### config.mk
export PLATFORM = sky130hd
export DESIGN_NAME = imem_fetch_sequencer
export DESIGN_NICKNAME = d
export VERILOG_FILES = /design/src/rtl/imem_fetch_sequencer.sv
export SDC_FILE = /design/constraint.sdc
export NUM_CORES = 1
export LEC_CHECK = 0
export BUFFER_PORTS_ARGS = -buffer_cell sky130_fd_sc_hd__buf_2
export CELL_PAD_IN_SITES_DETAIL_PLACEMENT = 1
export CELL_PAD_IN_SITES_GLOBAL_PLACEMENT = 1
export CORE_ASPECT_RATIO = 0.6
export CORE_MARGIN = 4
export CORE_UTILIZATION = 25
export DETAILED_ROUTE_END_ITERATION = 16
export GPL_TIMING_DRIVEN = 1
export PLACE_DENSITY = 0.48
export SYNTH_ARGS = -nofsm -noshare
export SYNTH_HDL_FRONTEND = slang
export SYNTH_SLANG_ARGS = --single-unit
### constraint.sdc
create_clock -name Clk -period 7.1 [get_ports Clk]
set_input_delay 0 -clock Clk [delete_from_list [all_inputs] [get_ports Clk]]
set_output_delay 0 -clock Clk [all_outputs]
set_load 0.02 [all_outputs]
### src/rtl/imem_fetch_sequencer.sv
// imem_fetch_sequencer
// Owns the instruction fetch PC, drives the instruction memory address and
// buffers fetched words in a small prefetch queue that feeds decode over a
// valid/ready handshake. Redirects flush the queue and reload the PC; halt
// freezes fetching; an illegal fetch address parks the block in a sticky
// FAULT state until reset while already-queued words remain deliverable.
module imem_fetch_sequencer #(
  parameter logic [31:0] RESET_PC   = 32'h0000_0000,
  parameter int          IMEM_WORDS = 128,
  parameter int          BUF_DEPTH  = 2
) (
  input  logic                               Clk,
  input  logic                               Rst,
  output logic [31:0]                        ImemAddress,
  input  logic [31:0]                        ImemInstruction,
  input  logic                               RedirectValid,
  input  logic [31:0]                        RedirectTarget,
  input  logic                               Halt,
  output logic                               OutValid,
  input  logic                               OutReady,
  output logic [31:0]                        OutInstruction,
  output logic [31:0]                        OutPC,
  output logic [31:0]                        OutPCPlus4,
  output logic                               FetchFault,
  output logic [$clog2(BUF_DEPTH + 1)-1:0]   Occupancy
);

  // --------------------------------------------------------------------------
  // Local constants
  // --------------------------------------------------------------------------
  localparam int CNT_W = $clog2(BUF_DEPTH + 1);
  localparam int PTR_W = (BUF_DEPTH > 1) ? $clog2(BUF_DEPTH) : 1;

  localparam logic [CNT_W-1:0] CNT_ZERO = CNT_W'(0);
  localparam logic [CNT_W-1:0] CNT_ONE  = CNT_W'(1);
  localparam logic [CNT_W-1:0] CNT_FULL = CNT_W'(BUF_DEPTH);
  localparam logic [PTR_W-1:0] PTR_ZERO = PTR_W'(0);
  localparam logic [PTR_W-1:0] PTR_ONE  = PTR_W'(1);

  // First byte address past the end of instruction memory.
  localparam logic [31:0] IMEM_BYTES = 32'(IMEM_WORDS * 4);
  localparam logic [31:0] WORD_BYTES = 32'd4;

  // Fetch control states.
  localparam logic [1:0] ST_RUN    = 2'd0;
  localparam logic [1:0] ST_HALTED = 2'd1;
  localparam logic [1:0] ST_FAULT  = 2'd2;

  // --------------------------------------------------------------------------
  // Helpers
  // --------------------------------------------------------------------------
  // A fetch address is usable only if word aligned and inside the memory.
  function automatic logic addr_is_legal(input logic [31:0] addr);
    logic aligned;
    logic in_range;
    aligned  = (addr[1:0] == 2'b00);
    in_range = (addr < IMEM_BYTES);
    return aligned & in_range;
  endfunction

  // --------------------------------------------------------------------------
  // State
  // --------------------------------------------------------------------------
  logic [1:0]       state_r;
  logic [1:0]       state_n;
  logic [31:0]      fetch_pc_r;
  logic [31:0]      fetch_pc_n;
  logic [PTR_W-1:0] rd_ptr_r;
  logic [PTR_W-1:0] rd_ptr_n;
  logic [PTR_W-1:0] wr_ptr_r;
  logic [PTR_W-1:0] wr_ptr_n;
  logic [CNT_W-1:0] count_r;
  logic [CNT_W-1:0] count_n;
  logic             fault_r;
  logic             fault_n;

  // Queue storage: each entry carries the word, its PC and PC+4 so the
  // head fields come straight out of registers.
  logic [31:0] q_instr_r [BUF_DEPTH];
  logic [31:0] q_pc_r    [BUF_DEPTH];
  logic [31:0] q_pc4_r   [BUF_DEPTH];

  // --------------------------------------------------------------------------
  // Per-cycle decisions
  // --------------------------------------------------------------------------
  logic head_valid_s;
  logic pop_s;
  logic push_s;
  logic redirect_s;
  logic room_s;
  logic fetch_en_s;
  logic pc_legal_s;
  logic target_legal_s;

  // Derive handshake, redirect and push qualifiers from registered state.
  always_comb begin
    head_valid_s   = (count_r != CNT_ZERO);
    pop_s          = head_valid_s & OutReady;
    pc_legal_s     = addr_is_legal(fetch_pc_r);
    target_legal_s = addr_is_legal(RedirectTarget);
    fetch_en_s     = (state_r == ST_RUN);
    // FAULT ignores redirects entirely; RUN and HALTED both accept them.
    redirect_s     = RedirectValid & (state_r != ST_FAULT);
    // A full queue still accepts a push when the head leaves this cycle.
    room_s         = (count_r < CNT_FULL) | pop_s;
    push_s         = fetch_en_s & ~RedirectValid & pc_legal_s & room_s;
  end

  // --------------------------------------------------------------------------
  // Control FSM
  // --------------------------------------------------------------------------
  // Choose the next fetch state and sticky fault flag.
  always_comb begin
    state_n = state_r;
    fault_n = fault_r;
    case (state_r)
      ST_RUN, ST_HALTED: begin
        if (redirect_s) begin
          if (target_legal_s) begin
            // Redirect itself never changes mode; Halt still decides it.
            state_n = Halt ? ST_HALTED : ST_RUN;
            fault_n = fault_r;
          end else begin
            state_n = ST_FAULT;
            fault_n = 1'b1;
          end
        end else if (!pc_legal_s) begin
          // Sequential fetch walked off the end of memory.
          state_n = ST_FAULT;
          fault_n = 1'b1;
        end else begin
          state_n = Halt ? ST_HALTED : ST_RUN;
          fault_n = fault_r;
        end
      end
      ST_FAULT: begin
        state_n = ST_FAULT;
        fault_n = 1'b1;
      end
      default: begin
        // Corrupted encoding: stop fetching and flag it.
        state_n = ST_FAULT;
        fault_n = 1'b1;
      end
    endcase
  end

  // --------------------------------------------------------------------------
  // Fetch PC
  // --------------------------------------------------------------------------
  // Redirect reloads the PC; a push advances it by one word.
  always_comb begin
    if (redirect_s) begin
      fetch_pc_n = RedirectTarget;
    end else if (push_s) begin
      fetch_pc_n = fetch_pc_r + WORD_BYTES;
    end else begin
      fetch_pc_n = fetch_pc_r;
    end
  end

  // --------------------------------------------------------------------------
  // Queue pointers and occupancy
  // --------------------------------------------------------------------------
  // Advance pointers on push/pop; a redirect empties the queue outright.
  always_comb begin
    rd_ptr_n = rd_ptr_r;
    wr_ptr_n = wr_ptr_r;
    count_n  = count_r;
    if (redirect_s) begin
      // Flush wins even over a simultaneous pop; the popped head is gone
      // with the rest of the queue, so it can never be re-presented.
      rd_ptr_n = PTR_ZERO;
      wr_ptr_n = PTR_ZERO;
      count_n  = CNT_ZERO;
    end else begin
      if (push_s) begin
        wr_ptr_n = wr_ptr_r + PTR_ONE;
      end else begin
        wr_ptr_n = wr_ptr_r;
      end
      if (pop_s) begin
        rd_ptr_n = rd_ptr_r + PTR_ONE;
      end else begin
        rd_ptr_n = rd_ptr_r;
      end
      case ({push_s, pop_s})
        2'b10:   count_n = count_r + CNT_ONE;
        2'b01:   count_n = count_r - CNT_ONE;
        default: count_n = count_r;
      endcase
    end
  end

  // --------------------------------------------------------------------------
  // Registers
  // --------------------------------------------------------------------------
  // Control and pointer registers with synchronous reset.
  always_ff @(posedge Clk) begin
    if (Rst) begin
      state_r    <= ST_RUN;
      fetch_pc_r <= RESET_PC;
      rd_ptr_r   <= PTR_ZERO;
      wr_ptr_r   <= PTR_ZERO;
      count_r    <= CNT_ZERO;
      fault_r    <= 1'b0;
    end else begin
      state_r    <= state_n;
      fetch_pc_r <= fetch_pc_n;
      rd_ptr_r   <= rd_ptr_n;
      wr_ptr_r   <= wr_ptr_n;
      count_r    <= count_n;
      fault_r    <= fault_n;
    end
  end

  // Queue storage: cleared on reset so the head fields read as zero.
  always_ff @(posedge Clk) begin
    if (Rst) begin
      for (int i = 0; i < BUF_DEPTH; i++) begin
        q_instr_r[i] <= 32'h0000_0000;
        q_pc_r[i]    <= 32'h0000_0000;
        q_pc4_r[i]   <= 32'h0000_0000;
      end
    end else if (push_s) begin
      q_instr_r[wr_ptr_r] <= ImemInstruction;
      q_pc_r[wr_ptr_r]    <= fetch_pc_r;
      q_pc4_r[wr_ptr_r]   <= fetch_pc_r + WORD_BYTES;
    end
  end

  // --------------------------------------------------------------------------
  // Outputs (all driven from registered state only)
  // --------------------------------------------------------------------------
  assign ImemAddress    = fetch_pc_r;
  assign OutValid       = head_valid_s;
  assign OutInstruction = q_instr_r[rd_ptr_r];
  assign OutPC          = q_pc_r[rd_ptr_r];
  assign OutPCPlus4     = q_pc4_r[rd_ptr_r];
  assign FetchFault     = fault_r;
  assign Occupancy      = count_r;

endmodule

==> results of run 1 <==
-- logic make-up after synthesis --
| group | after synthesis |
|---|---|
| compound gates | 45 |
| xor+xnor | 11 |
| fa+ha+maj | 2 |
| buf+inv | 41 |
| flops | 228 |
| mux | 94 |
| other cells | 1 |
| simple gates | 199 |
-- placed cells by master, fill, tap and decap left out, types with 2 or more instances in the layout --
master	n
buf_4	8
or3_1	4
a32oi_1	2
nand2_1	53
clkinv_2	2
clkbuf_1	11
dfxtp_1	39
nand3_1	11
dlygate4sd3_1	67
xnor2_1	7
ha_1	2
and3_1	3
a2bb2oi_1	3
buf_2	200
xor2_1	4
a31oi_1	4
nand2b_1	2
inv_1	3
and2_1	82
a21oi_1	28
conb_1	94
nor4_1	12
clkbuf_8	3
mux2_2	94
nor2_1	12
edfxtp_1	188
nor3_1	6
nor2_2	6
clkbuf_16	26
-- worst paths after layout --
check | to | slack (ns) | from | cells after the start
hold / removal | Occupancy[0]$_SDFFE_PP0P_ | 0.05 | RedirectValid | 3
setup reg to reg | q_pc4_r[0][23]$_SDFFCE_PN0P_ | 3.63 | ImemAddress[26]$_SDFFE_PP0P_ | 7
hold reg to reg | ImemAddress[29]$_SDFFE_PP0P_ | 0.47 | ImemAddress[29]$_SDFFE_PP0P_ | 2
setup / recovery | q_pc4_r[0][23]$_SDFFCE_PN0P_ | 3.63 | ImemAddress[26]$_SDFFE_PP0P_ | 7
-- power groups by stage --
stage	clock network (mW)	logic [mW]	registers [mW]
after floorplan	0	0.141	1.58
after global placement	0	0.260	1.57
after detailed placement	0	0.260	1.57
after CTS	1.29	0.290	1.54
after global routing	1.34	0.312	1.55
final	1.23	0.284	1.54
-- metal layers --
layer	up-vias	global-route usage	routed length, µm
met1	2904	0.165	11200
met4	0	0.0231	428
li1	2883	-	-
met5	-	0	0
met3	31	0.0286	1120
met2	104	0.199	11600
-- area by class of cell --
type | instances | area, µm² | share of cell area
Inverter | 4 | 20.0 | 0.00160
Antenna cell | 1 | 2.50 | 0.000201
Clock inverter | 4 | 33.8 | 0.00271
Timing Repair Buffer | 275 | 1730 | 0.139
Clock buffer | 40 | 733 | 0.0588
Sequential cell | 228 | 6450 | 0.517
Tap cell | 476 | 596 | 0.0477
Multi-Input combinational cell | 445 | 2910 | 0.233
-- synthesized netlist by cell type, types with 2 or more instances --
master     count
clkbuf_2       4
a31oi_1        4
nor2_1        12
xnor2_1        7
a2bb2oi_1      3
and3_1         3
edfxtp_1     188
or3_1          4
nand2b_1       2
nand3_1       11
dfxtp_1       40
mux2_2        94
xor2_1         4
a21oi_1       28
and2_1        82
nor4_1        12
inv_1          3
nor3_1         6
ha_1           2
nand2_1       53
a32oi_1        2
nor2_2         6
buf_6          2
buf_1          5
clkbuf_1      23
buf_4          2
-- per-stage QoR --
step	worst slack, ns	total power [mW]	instances	hold WS (ns)
global placement	3.57	1.83	1361	0.260
floorplan	0.844	1.72	714	0.136
global route	3.24	3.20	1472	0.0495
CTS	3.55	3.12	1472	0.00656
finish	3.63	3.05	1473	0.0512
detailed placement	3.55	1.83	1361	0.259
-- sequential cells by signal (all words and copies together), names as in the netlist, named ones only --
signal       flops
FetchFault       1
ImemAddress     32
Occupancy        2
q_instr_r       64
q_pc4_r         60
q_pc_r          64
rd_ptr_r         1
state_r          2
wr_ptr_r         1
-- critical path, stage by stage, from the launching register on --
cell      delay, ns
dfxtp_1        0.32
nor4_1         0.44
and3_1         0.25
and3_1         0.48
inv_6          0.17
o21bai_4       0.13
buf_4          0.58
buf_4          0.65
==> qor.txt, run 1 <==
Number of buffers added on ports - 200
Crit Path Max Fanout - 48
Starting Density - 0.253
Post-DP Area - 0.0110 mm²
Initial antenna violation count - 0
Clock Sinks - 228
Slew @ Worst Pin - 0.976 ns
Final wirelength - 24300 µm
Yosys top cell area share - 0.615
Syn Std Cell Area - 0.00917 mm²
Power density cells - 245 mW/mm²
IO Pins - 201
Final Util - 0.344
Final setup viols - 0
Rows - 54
Synth Area in XOR/XNOR - 0.0105
Largest net degree at the start of global routing - 62
Sw Ratio - 0.235
Largest family of logic cells by synthesized area - simple AND/OR/NAND/NOR gates
Count of cell types in the netlist - 45
Post-CTS Resized - 0
Die area - 0.0399 mm²
Synth Area in Compound Gates - 0.0291
Fin. max-slew vios - 0
Setup Skew - 0.0161 ns
Clock-pin slew on the worst setup and hold paths - 0.06 ns
Root Driver - clkbuf_16
Drt initial violations - 142
Die height - 156 µm
First-pass GRT wire length - 37200 µm
GP Congestion - 0.754
Type of the most critical hold path - primary input to flip-flop
Share of cells above drive strength 1 - 0.350
Largest cells by area after synthesis - edfxtp_1, mux2_2, dfxtp_1
Mean Syn Cell Area - 14.8 µm²
Nets@finish - 1050
Ys flop type - edfxtp_1
CP Data Arrival Time - 3.63 ns
Seq/Total Area, Yosys - 0.703
CTS tree - done
Outcome - completed
Multiplexer share of the synthesized area - 0.115
Setup_tns - 0 ns
Fmax - 288 MHz
Vias in the first global route - 6210
Via count - 5922
Synth Instances - 621
Power share of the clock group - 0.402
Setup crit start kind - flip-flop
GRT Util Overall - 0.121
First-pass detailed-route iteration total - 4
Slew HR - 0.350
Number of synthesized flops with an enable pin - 188
Filler Cell Count - 3907
Hpwl dp - 15500 µm
CTS Buf Count - 25
Total gr overflow - 0
Post-synthesis simple-gate area fraction - 0.119
Post-DRT Antenna Nets - 0
Core ar. - 0.0363 mm²
P_leak - 4.95 nW
FF+latch count, synth - 228
Switching power - 718 µW
DRC viols - 0
Setup bufs post-CTS - 0
CP required - 7.26 ns
Critical path class - flip-flop to flip-flop
Final hold viol count - 0
Clock Latency Late Sink - 0.54 ns
Hold Buf Count CTS - 67
Area delta synth->final - 36.0%
Leading area contributor after synthesis - edfxtp_1
Ys async rst share - 0
Tmin final - 3.47 ns
Period utilization - 0.488
Clk buf depth - 3
Sequential Power Share - 0.505
VDD IR-drop max - 0.192 mV
Routed vias/inst - 4.02
RSZ-0062 raised after global routing - false
WL/cell - 16.5 µm
Pint - 2.34 mW
Max Cap Viol - 0
Crit end category - flip-flop
Synth Area in Adders - 0.00273
Post-route cell area - 0.0125 mm²
Combinational share of power - 0.093
H-tree depth - 1
Synthesis Warnings - 0
Horiz. Die Dim - 255 µm
(Power assumes the default switching activity.)
==> run 2, diff against run 1 <==
PLACE_DENSITY = 0.5   (was 0.48)
clock period = 2.95 ns   (was 7.1 ns; I/O delays follow)
==> qor.txt, run 2 (same netlist as run 1, synthesis figures left out) <==
Setup crit start kind - flip-flop
Fin. max-slew vios - 0
Initial antenna violation count - 0
RSZ-0062 raised after global routing - false
Most common cell after layout, fill and taps aside - buf_2
Most used routing layer - met2
Setup Skew - 0.00835 ns
Nets@finish - 1061
Reg2Reg Depth - 7
Clock-pin slew on the worst setup and hold paths - 0.06 ns
Horiz. Die Dim - 255 µm
Max Cap Viol - 0
Root Driver - clkbuf_16
Period utilization - 0.847
CP required - 3.42 ns
Number of buffers added on ports - 200
Final setup viols - 0
Final Util - 0.348
Setup slack, reg-to-reg - 0.45 ns
Crit Path Max Fanout - 18
Post-CTS Resized - 0
Reg2reg start - ImemAddress[31]$_SDFFE_PP0P_
Drt initial violations - 242
Routed vias/inst - 4.09
First-pass detailed-route iteration total - 4
Die height - 156 µm
Hpwl dp - 15600 µm
Via count - 6062
Power density cells - 578 mW/mm²
CP Cell Sequence - nor4_1 > and4_1 > and3_1 > inv_6 > a2bb2oi_1 > a21oi_1 > dlygate4sd3_1
Starting Density - 0.253
CP top delay family - simple AND/OR/NAND/NOR gates
Slew @ Worst Pin - 0.651 ns
Met3 Track Usage GR - 0.0299
Diode count - 0
GRT Util Overall - 0.122
Worst Path Buf+Inv - 2
GP Congestion - 0.724
Rows - 54
Clk buf depth - 3
Max stage delay cell, worst path - dlygate4sd3_1
M1 GR Usage - 0.160
Core ar. - 0.0363 mm²
CP max stage delay - 0.56 ns
First-pass GRT wire length - 37700 µm
H-tree depth - 1
Hold path cells - 2
Top Registers - q_instr_r x64, q_pc_r x64, q_pc4_r x60
Setup bufs post-CTS - 0
Type of the most critical hold path - primary input to flip-flop
Crit end category - flip-flop
Sink of the worst hold path - ImemAddress[14]$_SDFFE_PP0P_
CTS Buf Count - 25
Met2 usage - 0.208
P_leak - 5.03 nW
CTS tree - done
Fmax - 400 MHz
RR Endpoint - ImemAddress[8]$_SDFFE_PP0P_
IO Pins - 201
Largest net degree at the start of global routing - 50
WL/cell - 16.5 µm
Outcome - completed
Post-DRT Antenna Nets - 0
Area delta synth->final - 37.7%
Share of cells above drive strength 1 - 0.364
Vias in the first global route - 6367
Final hold viol count - 0
Commonest cells after routing, fill and taps aside - buf_2, edfxtp_1, mux2_2, conb_1, and2_1
Hold path start - Rst
VDD IR-drop max - 0.332 mV
Tmin final - 2.50 ns
Hold Buf Count CTS - 73
Final wirelength - 24500 µm
Clock Sinks - 228
Total gr overflow - 0
Critical path class - flip-flop to flip-flop
Slew HR - 0.566
Setup_tns - 0 ns
CP Data Arrival Time - 2.96 ns
DRC viols - 0
Clock Latency Late Sink - 0.52 ns
Die area - 0.0399 mm²
[run 2: layer usage]
metal	vias up	share of wire
met2	132	0.48
met3	32	0.054
li1	2904	-
met1	2994	0.45
met5	-	0
met4	0	0.020
[run 2: worst max-delay path by stage]
stage | from | endpoint | slack, ns | depth (start not counted)
4_1_cts | ImemAddress[31]$_SDFFE_PP0P_ | q_instr_r[1][19]$_SDFFCE_PN0P_ | 0.43 | 7
6_report | ImemAddress[31]$_SDFFE_PP0P_ | ImemAddress[8]$_SDFFE_PP0P_ | 0.45 | 7
2_1_floorplan | ImemAddress[19]$_SDFFE_PP0P_ | q_instr_r[0][0]$_SDFFCE_PN0P_ | -0.18 | 7
3_5_place_dp | ImemAddress[31]$_SDFFE_PP0P_ | q_instr_r[1][16]$_SDFFCE_PN0P_ | 0.44 | 7
5_1_grt | ImemAddress[31]$_SDFFE_PP0P_ | q_instr_r[1][16]$_SDFFCE_PN0P_ | 0.28 | 7
3_3_place_gp | ImemAddress[26]$_SDFFE_PP0P_ | q_instr_r[1][24]$_SDFFCE_PN0P_ | 0.52 | 7
[run 2: power by group]
group | leakage, nW | switching (mW) | internal [mW]
combinational | 2.45 | 0.416 | 0.286
sequential | 2.23 | 0.0636 | 3.65
clock | 0.359 | 1.24 | 1.64
[run 2: layout make-up]
type                    instances  area [µm²]
clock buffers                  34         659
clock inverters                10        70.1
fillers                      3912       23700
inverters                       4        20.0
multi-input cells             445        2910
flip-flops and latches        228        6470
well taps                     476         596
repair buffers                286        1900
[run 2: per-stage QoR]
step	setup slack [ns]	power [mW]	cells	cell area, µm²	hold slack [ns]
2_1_floorplan	-0.177	4.14	714	9560	0.128
3_3_place_gp	0.523	4.42	1366	11200	0.253
3_5_place_dp	0.440	4.43	1366	11200	0.254
4_1_cts	0.432	7.46	1483	12600	0.00219
5_1_grt	0.282	7.65	1483	12600	0.0449
6_report	0.452	7.30	1483	12600	0.0364
